### src/rtl/dprs_reader_if.sv
// Signal bundle for dprs_reader: command strobe, RAM read port and outgoing byte stream.
// The master side is the reader; the slave side is the host, RAM and consumer around it.
interface dprs_reader_if #(
  parameter int AW = 10
);
  logic          start;
  logic [AW-1:0] addr;
  logic [AW:0]   len;
  logic          busy;
  logic          done;
  logic [AW-1:0] a;
  logic [7:0]    q;
  logic [7:0]    data;
  logic          valid;
  logic          ready;

  modport master (
    input  start, addr, len, q, ready,
    output busy, done, a, data, valid
  );

  modport slave (
    output start, addr, len, q, ready,
    input  busy, done, a, data, valid
  );
endinterface

### src/rtl/dprs_reader.sv
// Burst read engine: drains len bytes from a registered-read byte RAM starting at addr
// into a valid/ready byte stream through a small FIFO that absorbs the read latency.
module dprs_reader #(
  parameter int KB    = 0,
  parameter int DEPTH = 4
) (
  input  logic          clock,
  input  logic          reset,
  dprs_reader_if.master bus
);
  // KB=0 is treated as the smallest (1 KiB) RAM so AW stays meaningful.
  localparam int AW = $clog2(((KB < 1) ? 1 : KB) * 1024);
  localparam int FD = (DEPTH < 4) ? 4 : DEPTH;
  localparam int PW = (FD > 1) ? $clog2(FD) : 1;
  localparam int OW = $clog2(FD + 1);
  localparam logic [OW:0]   FD_L     = (OW + 1)'(FD);
  localparam logic [PW-1:0] LAST_PTR = PW'(FD - 1);

  typedef enum logic {S_IDLE, S_RUN} state_t;

  state_t        r_state;
  logic [AW-1:0] r_a;
  logic [AW:0]   r_rem;
  logic          r_ret;
  logic          r_done;
  logic [7:0]    r_fifo [FD];
  logic [PW-1:0] r_wp;
  logic [PW-1:0] r_rp;
  logic [OW-1:0] r_occ;

  logic          w_valid;
  logic          w_pop;
  logic          w_push;
  logic          w_rd;
  logic          w_last;
  logic [OW:0]   w_committed;
  logic [PW-1:0] w_wp_next;
  logic [PW-1:0] w_rp_next;

  assign w_valid     = (r_occ != '0);
  assign w_pop       = w_valid && bus.ready;
  assign w_push      = r_ret;
  // Bytes already in the FIFO plus the read whose data returns this cycle;
  // a same-cycle pop is deliberately ignored so the FIFO can never overflow.
  assign w_committed = {1'b0, r_occ} + (OW + 1)'(r_ret);
  assign w_rd        = (r_state == S_RUN) && (r_rem != '0) && (w_committed < FD_L);
  assign w_last      = (r_state == S_RUN) && (r_rem == '0) && !r_ret &&
                       ((r_occ == '0) || ((r_occ == OW'(1)) && w_pop));
  assign w_wp_next   = (r_wp == LAST_PTR) ? '0 : r_wp + PW'(1);
  assign w_rp_next   = (r_rp == LAST_PTR) ? '0 : r_rp + PW'(1);

  always_ff @(posedge clock) begin
    if (reset) begin
      r_state <= S_IDLE;
      r_a     <= '0;
      r_rem   <= '0;
      r_ret   <= 1'b0;
      r_done  <= 1'b0;
      r_wp    <= '0;
      r_rp    <= '0;
      r_occ   <= '0;
    end else begin
      r_done <= 1'b0;
      r_ret  <= w_rd;
      case (r_state)
        S_IDLE: begin
          if (bus.start) begin
            if (bus.len != '0) begin
              r_a     <= bus.addr;
              r_rem   <= bus.len;
              r_state <= S_RUN;
            end else begin
              r_done <= 1'b1;
            end
          end
        end
        S_RUN: begin
          if (w_rd) begin
            r_a   <= r_a + AW'(1);
            r_rem <= r_rem - (AW + 1)'(1);
          end
          if (w_last) begin
            r_state <= S_IDLE;
            r_done  <= 1'b1;
          end
        end
        default: r_state <= S_IDLE;
      endcase
      if (w_push) r_wp <= w_wp_next;
      if (w_pop)  r_rp <= w_rp_next;
      case ({w_push, w_pop})
        2'b10:   r_occ <= r_occ + OW'(1);
        2'b01:   r_occ <= r_occ - OW'(1);
        default: r_occ <= r_occ;
      endcase
    end
  end

  // Storage has no reset so it maps onto distributed/block RAM; pointers define contents.
  always_ff @(posedge clock) begin
    if (w_push) r_fifo[r_wp] <= bus.q;
  end

  assign bus.busy  = (r_state == S_RUN);
  assign bus.done  = r_done;
  assign bus.a     = r_a;
  assign bus.valid = w_valid;
  assign bus.data  = w_valid ? r_fifo[r_rp] : 8'h00;
endmodule
### src/flat_wrapper.sv
// flat-port wrapper written by rule: the top's interface ports become plain ports
module dprs_reader_flat 
#(
  parameter int KB    = 0,
  parameter int DEPTH = 4
)
  (clock, reset, bus_start, bus_addr, bus_len, bus_q, bus_ready, bus_busy, bus_done, bus_a, bus_data, bus_valid);
  dprs_reader_if bus_i ();
  input  logic clock;
  input  logic reset;
  input wire logic [$bits(bus_i.start)-1:0] bus_start;
  input wire logic [$bits(bus_i.addr)-1:0] bus_addr;
  input wire logic [$bits(bus_i.len)-1:0] bus_len;
  input wire logic [$bits(bus_i.q)-1:0] bus_q;
  input wire logic [$bits(bus_i.ready)-1:0] bus_ready;
  output wire logic [$bits(bus_i.busy)-1:0] bus_busy;
  output wire logic [$bits(bus_i.done)-1:0] bus_done;
  output wire logic [$bits(bus_i.a)-1:0] bus_a;
  output wire logic [$bits(bus_i.data)-1:0] bus_data;
  output wire logic [$bits(bus_i.valid)-1:0] bus_valid;
  assign bus_i.start = bus_start;
  assign bus_i.addr = bus_addr;
  assign bus_i.len = bus_len;
  assign bus_i.q = bus_q;
  assign bus_i.ready = bus_ready;
  assign bus_busy = bus_i.busy;
  assign bus_done = bus_i.done;
  assign bus_a = bus_i.a;
  assign bus_data = bus_i.data;
  assign bus_valid = bus_i.valid;
  dprs_reader #(.KB(KB), .DEPTH(DEPTH)) u_core (.clock(clock), .reset(reset), .bus(bus_i));
endmodule
### config.mk
export PLATFORM = sky130hd
export DESIGN_NAME = dprs_reader_flat
export DESIGN_NICKNAME = d
export VERILOG_FILES = /design/src/rtl/dprs_reader_if.sv /design/src/rtl/dprs_reader.sv /design/src/flat_wrapper.sv
export SDC_FILE = /design/constraint.sdc
export NUM_CORES = 1
export LEC_CHECK = 0
export BUFFER_PORTS_ARGS = -buffer_cell sky130_fd_sc_hd__buf_4
export CAP_MARGIN = 30
export CORE_MARGIN = 4
export CORE_UTILIZATION = 40
export CTS_BUF_LIST = sky130_fd_sc_hd__clkbuf_2
export CTS_CLUSTER_DIAMETER = 100
export DETAILED_ROUTE_END_ITERATION = 8
export GPL_ROUTABILITY_DRIVEN = 1
export PLACE_DENSITY = 0.63
export SYNTH_ARGS = -nofsm -noshare
export SYNTH_HDL_FRONTEND = slang
export SYNTH_SLANG_ARGS = --single-unit
### constraint.sdc
create_clock -name clock -period 3.3 [get_ports clock]
set_input_delay 0.825 -clock clock [delete_from_list [all_inputs] [get_ports clock]]
set_output_delay 0.825 -clock clock [all_outputs]
set_load 0.05 [all_outputs]
==> summary.txt, run 1 <==
Routing
  • Final WL: roughly 6400 um
  • Met1 WL: between 2000 and 3000 um
  • DR vias/cell: between 5 and 6
  • Routed wl met2: roughly 2900 um
  • Met3 WL: slightly below 400 um
  • DRC violations left: 0
  • Via Count: approximately 2,300
  • Post-route ant nets: 0
  • DRT iter0 DRCs: 63
  • Wire per inst: 14.44 um
  • Top layer in use: met4
  • DR pass1 iterations: 4

Place
  • PortBufs: 53
  • RePlAce Congestion: 0.7982
  • Final HPWL DP: 4531 um

Floorplan
  • Die H: between 90 and 100 um
  • Io pins: 54
  • Core Area: between 7000 and 8000 um2
  • Die Footprint: between 9000 and 10,000 um2
  • Core Rows: 31
  • Die X: around 96 um
  • Initial Utilization: a little over two fifths

Logic synthesis
  • Post-synthesis mux area share: around 6.8%
  • Ys flop type: dfxtp_1
  • EDFF count, synth: 32
  • Ys async rst share: 0%
  • Post-synthesis xor/xnor area fraction: under 10%
  • Syn. warnings: 0
  • Mapped Nets: 328
  • Unique cell type count in the Yosys netlist: 40
  • Adder-cell share of the synthesized area: about 4.9%
  • Largest family of logic cells by synthesized area: simple AND/OR/NAND/NOR gates
  • Mapped Cells: ~280
  • Mean Syn Cell Area: ~11 um2
  • #FFs+latches synth: 65
  • Synth Area in Simple Gates: between 10 and 15%
  • Post-synthesis sequential area ratio: between 50% and 60%
  • Cell Area, Synth: ~3100 um2
  • Post-synthesis compound-gate area fraction: between 10% and 20%

Setup path
  • Startpoint Class: register
  • Worst setup path class: reg2out
  • Worst Path Required: ~2500 ps
  • Worst EP arrival: between 2000 and 2500 ps
  • Worst-path fanout max: 8
  • Worst Setup End Kind: output pin

Power and ir drop
  • Peak supply drop: approximately 0.21 mV
  • PD cells: approximately 670 nW/um2
  • Leak pwr: roughly 1.4 nW

Clock tree
  • Root buffer cell: clkbuf_2
  • Cts hold-fix bufs: 0
  • Latest clock arrival within the worst-skew pair: 500 ps
  • TritonCTS clock tree: yes
  • Setup Buffers After CTS: 0
  • Clk buf depth: 2
  • Clk pin slew, worst setup/hold paths: roughly 200 ps
  • CTS Buf Count: 9
  • Resize count post-CTS: 0
  • H-tree depth: 3
  • Clock sink total: 65

Run
  • Max Cap Viol: 0

Timing
  • Max Freq: around 340 MHz
  • Worst-Margin Slew: approximately 530 ps
  • Slew headroom: around 64%
  • RSZ-0062 raised after global routing: no
  • Final slew viol count: 0
  • Final setup vio count: 0
  • Fin Clk Skew: roughly 26 ps
  • Period utilization: about nine tenths
  • Final worst path period need: between 2000 and 3000 ps
  • Final Hold Fails: 0
  • Fin Setup TNS: 0 ps

Finish
  • Area growth from synthesis to layout: 20.02%
  • Share of layout cells above drive strength 1: roughly a quarter
  • Number of diodes: 0
  • Fill cells: about 730
  • Final core occ: between 50% and 60%
  • Final #Nets: ~380

Global routing
  • GRT Residual Overflow: 0
  • GRT Overall Usage: ~15%
  • First-pass GRT wire length: around 11,000 um
  • Initial antenna violation count: 0
  • Largest net degree at the start of global routing: 32
  • Vias in the first global route: 2,277

Hold path
  • Hold Path Class: reg2reg

Outcome
  • Status: complete, no violations
-- power breakdown --
part,internal [mW],total (mW),leakage [nW],switching [mW]
combinational,0.368,0.957,0.752,0.588
clock,0.182,0.489,0.0764,0.308
sequential,0.920,1.02,0.560,0.0961
-- per-layer routing --
| layer | track usage [%] | up-vias |
|---|---|---|
| li1 | - | 1147 |
| met1 | 19.06 | 1081 |
| met2 | 23.80 | 63 |
| met3 | 5.604 | 8 |
| met4 | 4.858 | 0 |
| met5 | 0 | - |
-- worst max-delay path: stages, from the launching register on --
cell	delay, ps
dfxtp_1	700
mux4_2	570
and2_1	170
buf_4	180
-- placed cells by master (no fill, tap or decap), types with 3 or more instances in the layout --
cell,count
edfxtp_1,32
mux2i_1,3
and2_1,12
mux4_2,8
inv_1,13
dfxtp_1,33
o211ai_1,5
clkinv_4,4
a211oi_1,8
o21ai_0,5
nand3_1,6
clkbuf_2,9
a21oi_1,25
or4_1,3
nand2_1,27
o31ai_1,3
nor2_1,17
buf_4,57
xnor2_1,10
nor3_1,8
or3_1,5
a211o_1,7
ha_1,12
-- cell type report --
cell class / count / area [um2] / area share [%]
Clock buffer: 9 / 45.04 / 1.220
Clock inverter: 7 / 78.83 / 2.136
Inverter: 13 / 48.80 / 1.322
Multi-Input combinational cell: 190 / 1345 / 36.44
Sequential cell: 65 / 1622 / 43.93
Tap cell: 99 / 123.9 / 3.356
Timing Repair Buffer: 57 / 427.9 / 11.59
-- through the flow --
stage | hold WS (ps) | power, mW | setup slack, ps | cells | instance area [um2]
floorplan | 448.1 | 1.736 | 661.5 | 283 | 3075
global placement | 465.5 | 1.987 | 733.1 | 424 | 3567
detailed placement | 469.6 | 1.999 | 684.7 | 424 | 3567
CTS | 458.3 | 2.497 | 266.6 | 440 | 3691
global route | 423.0 | 2.618 | 179.1 | 440 | 3691
finish | 489.1 | 2.462 | 368.2 | 440 | 3691
-- state kept, by name, summed over array words and instances, names as in the netlist, named ones only --
signal           count
u_core.r_rp          2
u_core.bus.busy      1
u_core.r_rem        11
u_core.bus.a        10
u_core.r_occ         3
u_core.r_fifo       32
u_core.r_wp          2
u_core.r_ret         1
u_core.bus.done      1
-- Yosys cell counts (6+ instances only) --
cell      number  area (um2)
a211o_1        7       61.31
a211oi_1       8       60.06
a21oi_1       25       125.1
and2_1        12       75.07
clkbuf_1      11       41.29
dfxtp_1       33       660.6
edfxtp_1      32       960.9
ha_1          12       150.1
inv_1         13       48.80
mux4_2         8       180.2
nand2_1       27       101.4
nand3_1        6       30.03
nor2_1        17       63.81
nor3_1         8       40.04
xnor2_1       10       87.58
-- cell families (layout without fill, tap and decap cells) --
| group | after synthesis | count (layout) |
|---|---|---|
| xor+xnor | 12 | 12 |
| fa+ha+maj | 12 | 12 |
| buf+inv | 28 | 86 |
| mux | 11 | 11 |
| simple gates | 90 | 90 |
| flops | 65 | 65 |
| compound gates | 65 | 65 |
-- worst paths after layout --
kind | from | to | slack [ps] | cells past startpoint
worst max register to register | u_core.r_rem[0]$_SDFFE_PP0P_ | u_core.bus.busy$_SDFF_PP0_ | 710 | 7
worst min register to register | u_core.r_rem[9]$_SDFFE_PP0P_ | u_core.r_rem[9]$_SDFFE_PP0P_ | 490 | 2
worst max-delay path | register | bus_data[5] | 370 | 3
worst min-delay path | u_core.r_rem[9]$_SDFFE_PP0P_ | u_core.r_rem[9]$_SDFFE_PP0P_ | 490 | 2
(Power assumes the default switching activity.)
==> run 2: changes to the inputs <==
Settings changed: PLACE_DENSITY 0.63 to not set.
==> summary.txt, run 2 (synthesized netlist as in run 1, its figures left out) <==
Outcome
  • Status: complete, no violations

Clock tree
  • Clk pin slew, worst setup/hold paths: roughly 190 ps
  • Clk buf depth: 2
  • H-tree depth: 3
  • Cts hold-fix bufs: 0
  • Root buffer cell: clkbuf_2
  • CTS Buf Count: 9
  • Setup Buffers After CTS: 0
  • TritonCTS clock tree: yes
  • Clock sink total: between 60 and 70
  • Latest clock arrival within the worst-skew pair: roughly 500 ps
  • Resize count post-CTS: 0

Timing
  • Max Freq: about 340 MHz
  • Final slew viol count: 0
  • Final setup vio count: 0
  • Final Hold Fails: 0
  • Period utilization: between 80% and 90%
  • Fin Setup TNS: 0 ps
  • RSZ-0062 raised after global routing: no
  • Slew headroom: around two thirds
  • Worst-Margin Slew: 520.6 ps
  • Final worst path period need: ~2900 ps
  • Fin Clk Skew: 18.84 ps

Floorplan
  • Initial Utilization: 41.73%
  • Io pins: between 50 and 60
  • Die X: between 90 and 100 um
  • Die Footprint: 9156 um2
  • Core Area: 7370 um2
  • Core Rows: 31
  • Die H: roughly 96 um

Setup path
  • Worst Path Buf+Inv: 1
  • Delay-heaviest family, CP: flip-flops
  • Worst-path fanout max: 8
  • Worst Setup End Kind: output pin
  • Slowest CP cell: dfxtp_1
  • Crit path cell chain: mux4_2, and2_1, buf_4
  • Worst Path Required: ~2500 ps
  • Startpoint Class: register
  • Worst EP arrival: ~2100 ps
  • Worst setup path class: reg2out
  • Critical Path Max Stage Delay: between 600 and 700 ps

Routing
  • DR vias/cell: just over 5
  • Wire per inst: around 15 um
  • Post-route ant nets: 0
  • DR pass1 iterations: 7
  • DRT iter0 DRCs: between 60 and 70
  • DRC violations left: 0
  • Via Count: 2,285
  • Final WL: 6451 um

Finish
  • Share of layout cells above drive strength 1: approximately a quarter
  • Largest register FFs: 32
  • Final #Nets: about 380
  • Commonest cells after routing, fill and taps aside: 57 x buf_4, 33 x dfxtp_1, 32 x edfxtp_1
  • Fill cells: roughly 700
  • Post-Layout Cell Count: 440
  • Number of diodes: 0
  • Footprint of the multi-input gates: about 1300 um2
  • FF+latch area: 1622 um2
  • Area growth from synthesis to layout: 19.08%
  • Reg with most FFs: u_core.r_fifo
  • Commonest non-fill, non-tap cell in the layout: buf_4

Power and ir drop
  • Flop pwr share: roughly 43%
  • PD cells: 649.0 nW/um2
  • Sw Share: roughly two fifths
  • Psw: approximately 990 uW
  • Comb power frac: about two fifths
  • Leak pwr: approximately 1.4 nW
  • P_int: 1.390 mW
  • Clock power frac: between 15 and 20%
  • Peak supply drop: about 0.24 mV

Place
  • Final HPWL DP: roughly 4500 um
  • # placed instances: about 420
  • RePlAce Congestion: around 0.81
  • PortBufs: between 50 and 60

Global routing
  • Initial antenna violation count: 0
  • Largest net degree at the start of global routing: 32
  • Vias in the first global route: roughly 2,200
  • First-pass GRT wire length: 10,440 um
  • GRT Residual Overflow: 0
  • GRT Overall Usage: between 10% and 20%

Hold path
  • Hold Path Class: reg2reg

Run
  • Max Cap Viol: 0
[run 2: final timing paths]
| check | startpoint | to | slack, ps | cells past startpoint |
|---|---|---|---|---|
| hold reg to reg | u_core.r_rem[4]$_SDFFE_PP0P_ | u_core.r_rem[4]$_SDFFE_PP0P_ | 490 | 2 |
| hold / removal | u_core.r_rem[4]$_SDFFE_PP0P_ | u_core.r_rem[4]$_SDFFE_PP0P_ | 490 | 2 |
| setup reg to reg | u_core.r_rem[0]$_SDFFE_PP0P_ | u_core.bus.busy$_SDFF_PP0_ | 740 | 7 |
| setup / recovery | register | bus_data[2] | 370 | 3 |
[run 2: final cells by class]
| cell class | count | area share [%] |
|---|---|---|
| Clock buffer | 10 | 1.367 |
| Clock inverter | 6 | 1.230 |
| Inverter | 13 | 1.332 |
| Multi-Input combinational cell | 190 | 36.73 |
| Sequential cell | 65 | 44.28 |
| Tap cell | 99 | 3.382 |
| Timing Repair Buffer | 57 | 11.68 |
[run 2: tightest hold or removal path: cells and delay by family, from the launching register on]
| family | cells | cell delay (ps) |
|---|---|---|
| AO/OA/AOI/OAI | 1 | 50 |
| AND/OR/NAND/NOR | 1 | 60 |
| flip-flops | 1 | 370 |
[run 2: layer usage]
layer | track usage [%] | up-vias | routed length, um
li1 | - | 1146 | -
met1 | 18.91 | 1069 | 2933
met2 | 23.57 | 64 | 3024
met3 | 5.051 | 6 | 430
met4 | 6.754 | 0 | 63
met5 | 0 | - | 0
[run 2: stage by stage]
stage	power [mW]	hold WS (ps)	worst slack, ps	area (um2)	util, %
finish	2.377	490.4	374.3	3662	49.69
global route	2.536	435.9	183.2	3662	49.69
CTS	2.410	459.3	284.2	3662	49.69
detailed placement	1.997	472.5	705.5	3567	48.40
global placement	1.989	465.1	716.2	3567	48.40
floorplan	1.736	448.1	661.5	3075	-
[run 2: power by group through the flow]
stage	registers, mW	clock network, mW	logic, mW
4_1_cts	1.02	0.428	0.964
5_1_grt	1.03	0.463	1.04
2_1_floorplan	1.05	0	0.687
3_5_place_dp	1.04	0	0.960
3_3_place_gp	1.04	0	0.952
6_report	1.02	0.408	0.953
==> run 3: changes to the inputs <==
Settings changed: CORE_UTILIZATION 40 to 55, PLACE_DENSITY set to 0.79.
==> summary.txt, run 3 (synthesized netlist as in run 1, its figures left out) <==
Setup path
  • Slowest CP cell: dfxtp_1
  • Worst EP arrival: about 2100 ps
  • Crit path cell chain: mux4_2, and2_1, buf_4
  • Worst Path Required: around 2500 ps
  • Stages on worst setup path: 3
  • Worst-path fanout max: 8
  • Worst Path Buf+Inv: 1
  • Worst R2R Path Depth: 8
  • Critical Path Max Stage Delay: around 700 ps
  • Startpoint Class: register
  • Worst Setup End Kind: output pin
  • Delay-heaviest family, CP: flip-flops
  • Worst setup path class: reg2out

Timing
  • Fin Clk Skew: approximately 28 ps
  • Worst-Margin Slew: approximately 540 ps
  • RSZ-0062 raised after global routing: no
  • Final slew viol count: 0
  • Period utilization: 87.87%
  • Final Hold Fails: 0
  • Final setup vio count: 0
  • Fin Setup TNS: 0 ps
  • Slew headroom: ~64%
  • Max Freq: 344.9 MHz
  • Final worst path period need: slightly below 3000 ps

Floorplan
  • Die H: roughly 83 um
  • Die Footprint: 6852 um2
  • Core Rows: 26
  • Initial Utilization: 58.36%
  • Die X: just over 80 um
  • Io pins: 54
  • Core Area: 5270 um2

Clock tree
  • Root buffer cell: clkbuf_2
  • TritonCTS clock tree: yes
  • Cts hold-fix bufs: 0
  • Clk buf depth: 2
  • Resize count post-CTS: 0
  • H-tree depth: 3
  • Setup Buffers After CTS: 0
  • Clk pin slew, worst setup/hold paths: ~170 ps
  • Clock sink total: between 60 and 70
  • Latest clock arrival within the worst-skew pair: 470 ps
  • CTS Buf Count: 9

Place
  • Final HPWL DP: between 4000 and 5000 um
  • RePlAce Congestion: about 0.74
  • PortBufs: 53
  • DP Area: about 3500 um2

Routing
  • Post-route ant nets: 0
  • DRC violations left: 0
  • Wire per inst: approximately 15 um
  • Final WL: approximately 6300 um
  • DR vias/cell: 5.545
  • Via Count: approximately 2,300
  • DRT iter0 DRCs: about 140
  • DR pass1 iterations: 4

Finish
  • Final #Nets: roughly 380
  • Number of diodes: 0
  • Commonest cells after routing, fill and taps aside: 57 x buf_4, 33 x dfxtp_1, 32 x edfxtp_1
  • Area growth from synthesis to layout: 17.58%
  • Final core occ: 68.61%
  • Fill cells: approximately 410
  • Post-route cell area: 3616 um2
  • Largest register FFs: 32
  • Reg with most FFs: u_core.r_fifo
  • Share of layout cells above drive strength 1: ~25%
  • Commonest non-fill, non-tap cell in the layout: buf_4

Global routing
  • Vias in the first global route: roughly 2,100
  • Largest net degree at the start of global routing: 40
  • First-pass GRT wire length: 10,060 um
  • Initial antenna violation count: 0
  • GRT Overall Usage: between 20% and 30%
  • GRT Residual Overflow: 0

Outcome
  • Status: complete, no violations

Power and ir drop
  • Pwr Total: 2.350 mW
  • PD cells: 650.0 nW/um2
  • Leak pwr: between 1 and 1.5 nW
  • Peak supply drop: 0.4296 mV

Run
  • Max Cap Viol: 0

Hold path
  • Hold Path Class: reg2reg
  • Worst hold path stage count: 2
run 3: cell types whose count changed in the layout (fill, tap and decap cells not counted), sizes merged:
cell      change
clkinv        +2
clkinvlp      -2
run 3: metal layers:
metal	part of all wire, %	global-route usage, %	wire length [um]	vias to the layer above
met3	4.3	5.292	271	8
met4	1.3	7.353	82	0
met5	0	0	0	-
met1	45	25.21	2836	1070
li1	-	-	-	1144
met2	50	33.41	3147	57
run 3: layout make-up:
| cell class | instances | area, um2 | share of cell area (%) |
|---|---|---|---|
| tap | 70 | 87.58 | 2.422 |
| timing repair buffer | 57 | 427.9 | 11.83 |
| inverter | 13 | 48.80 | 1.349 |
| clock inverter | 6 | 35.03 | 0.9689 |
| clock buffer | 10 | 50.05 | 1.384 |
| multi-input combinational | 190 | 1345 | 37.20 |
| sequential | 65 | 1622 | 44.84 |
run 3: worst paths after layout:
kind / slack (ps) / end / startpoint
setup / recovery: 400 / bus_data[6] / register
hold / removal: 490 / u_core.r_rem[10]$_SDFFE_PP0P_ / u_core.r_rem[10]$_SDFFE_PP0P_
setup reg to reg: 620 / u_core.r_rem[1]$_SDFFE_PP0P_ / u_core.r_rem[0]$_SDFFE_PP0P_
hold reg to reg: 490 / u_core.r_rem[10]$_SDFFE_PP0P_ / u_core.r_rem[10]$_SDFFE_PP0P_
run 3: power by group:
group          switching, mW  internal, mW
combinational          0.596         0.368
sequential            0.0947         0.920
clock                  0.274        0.0972
run 3: tightest hold or removal path, cell delays in order (launching register included):
cell and delay (ps):
dfxtp_1 360, nand2_1 60, a21oi_1 50
run 3: metrics by stage:
step | hold WS [ps] | setup slack (ps) | std cells
floorplan | 448.1 | 661.5 | 283
global placement | 461.4 | 625.3 | 395
detailed placement | 469.9 | 507.9 | 395
CTS | 492.7 | 308.1 | 411
global route | 461.4 | 195.8 | 411
finish | 494.8 | 400.4 | 411
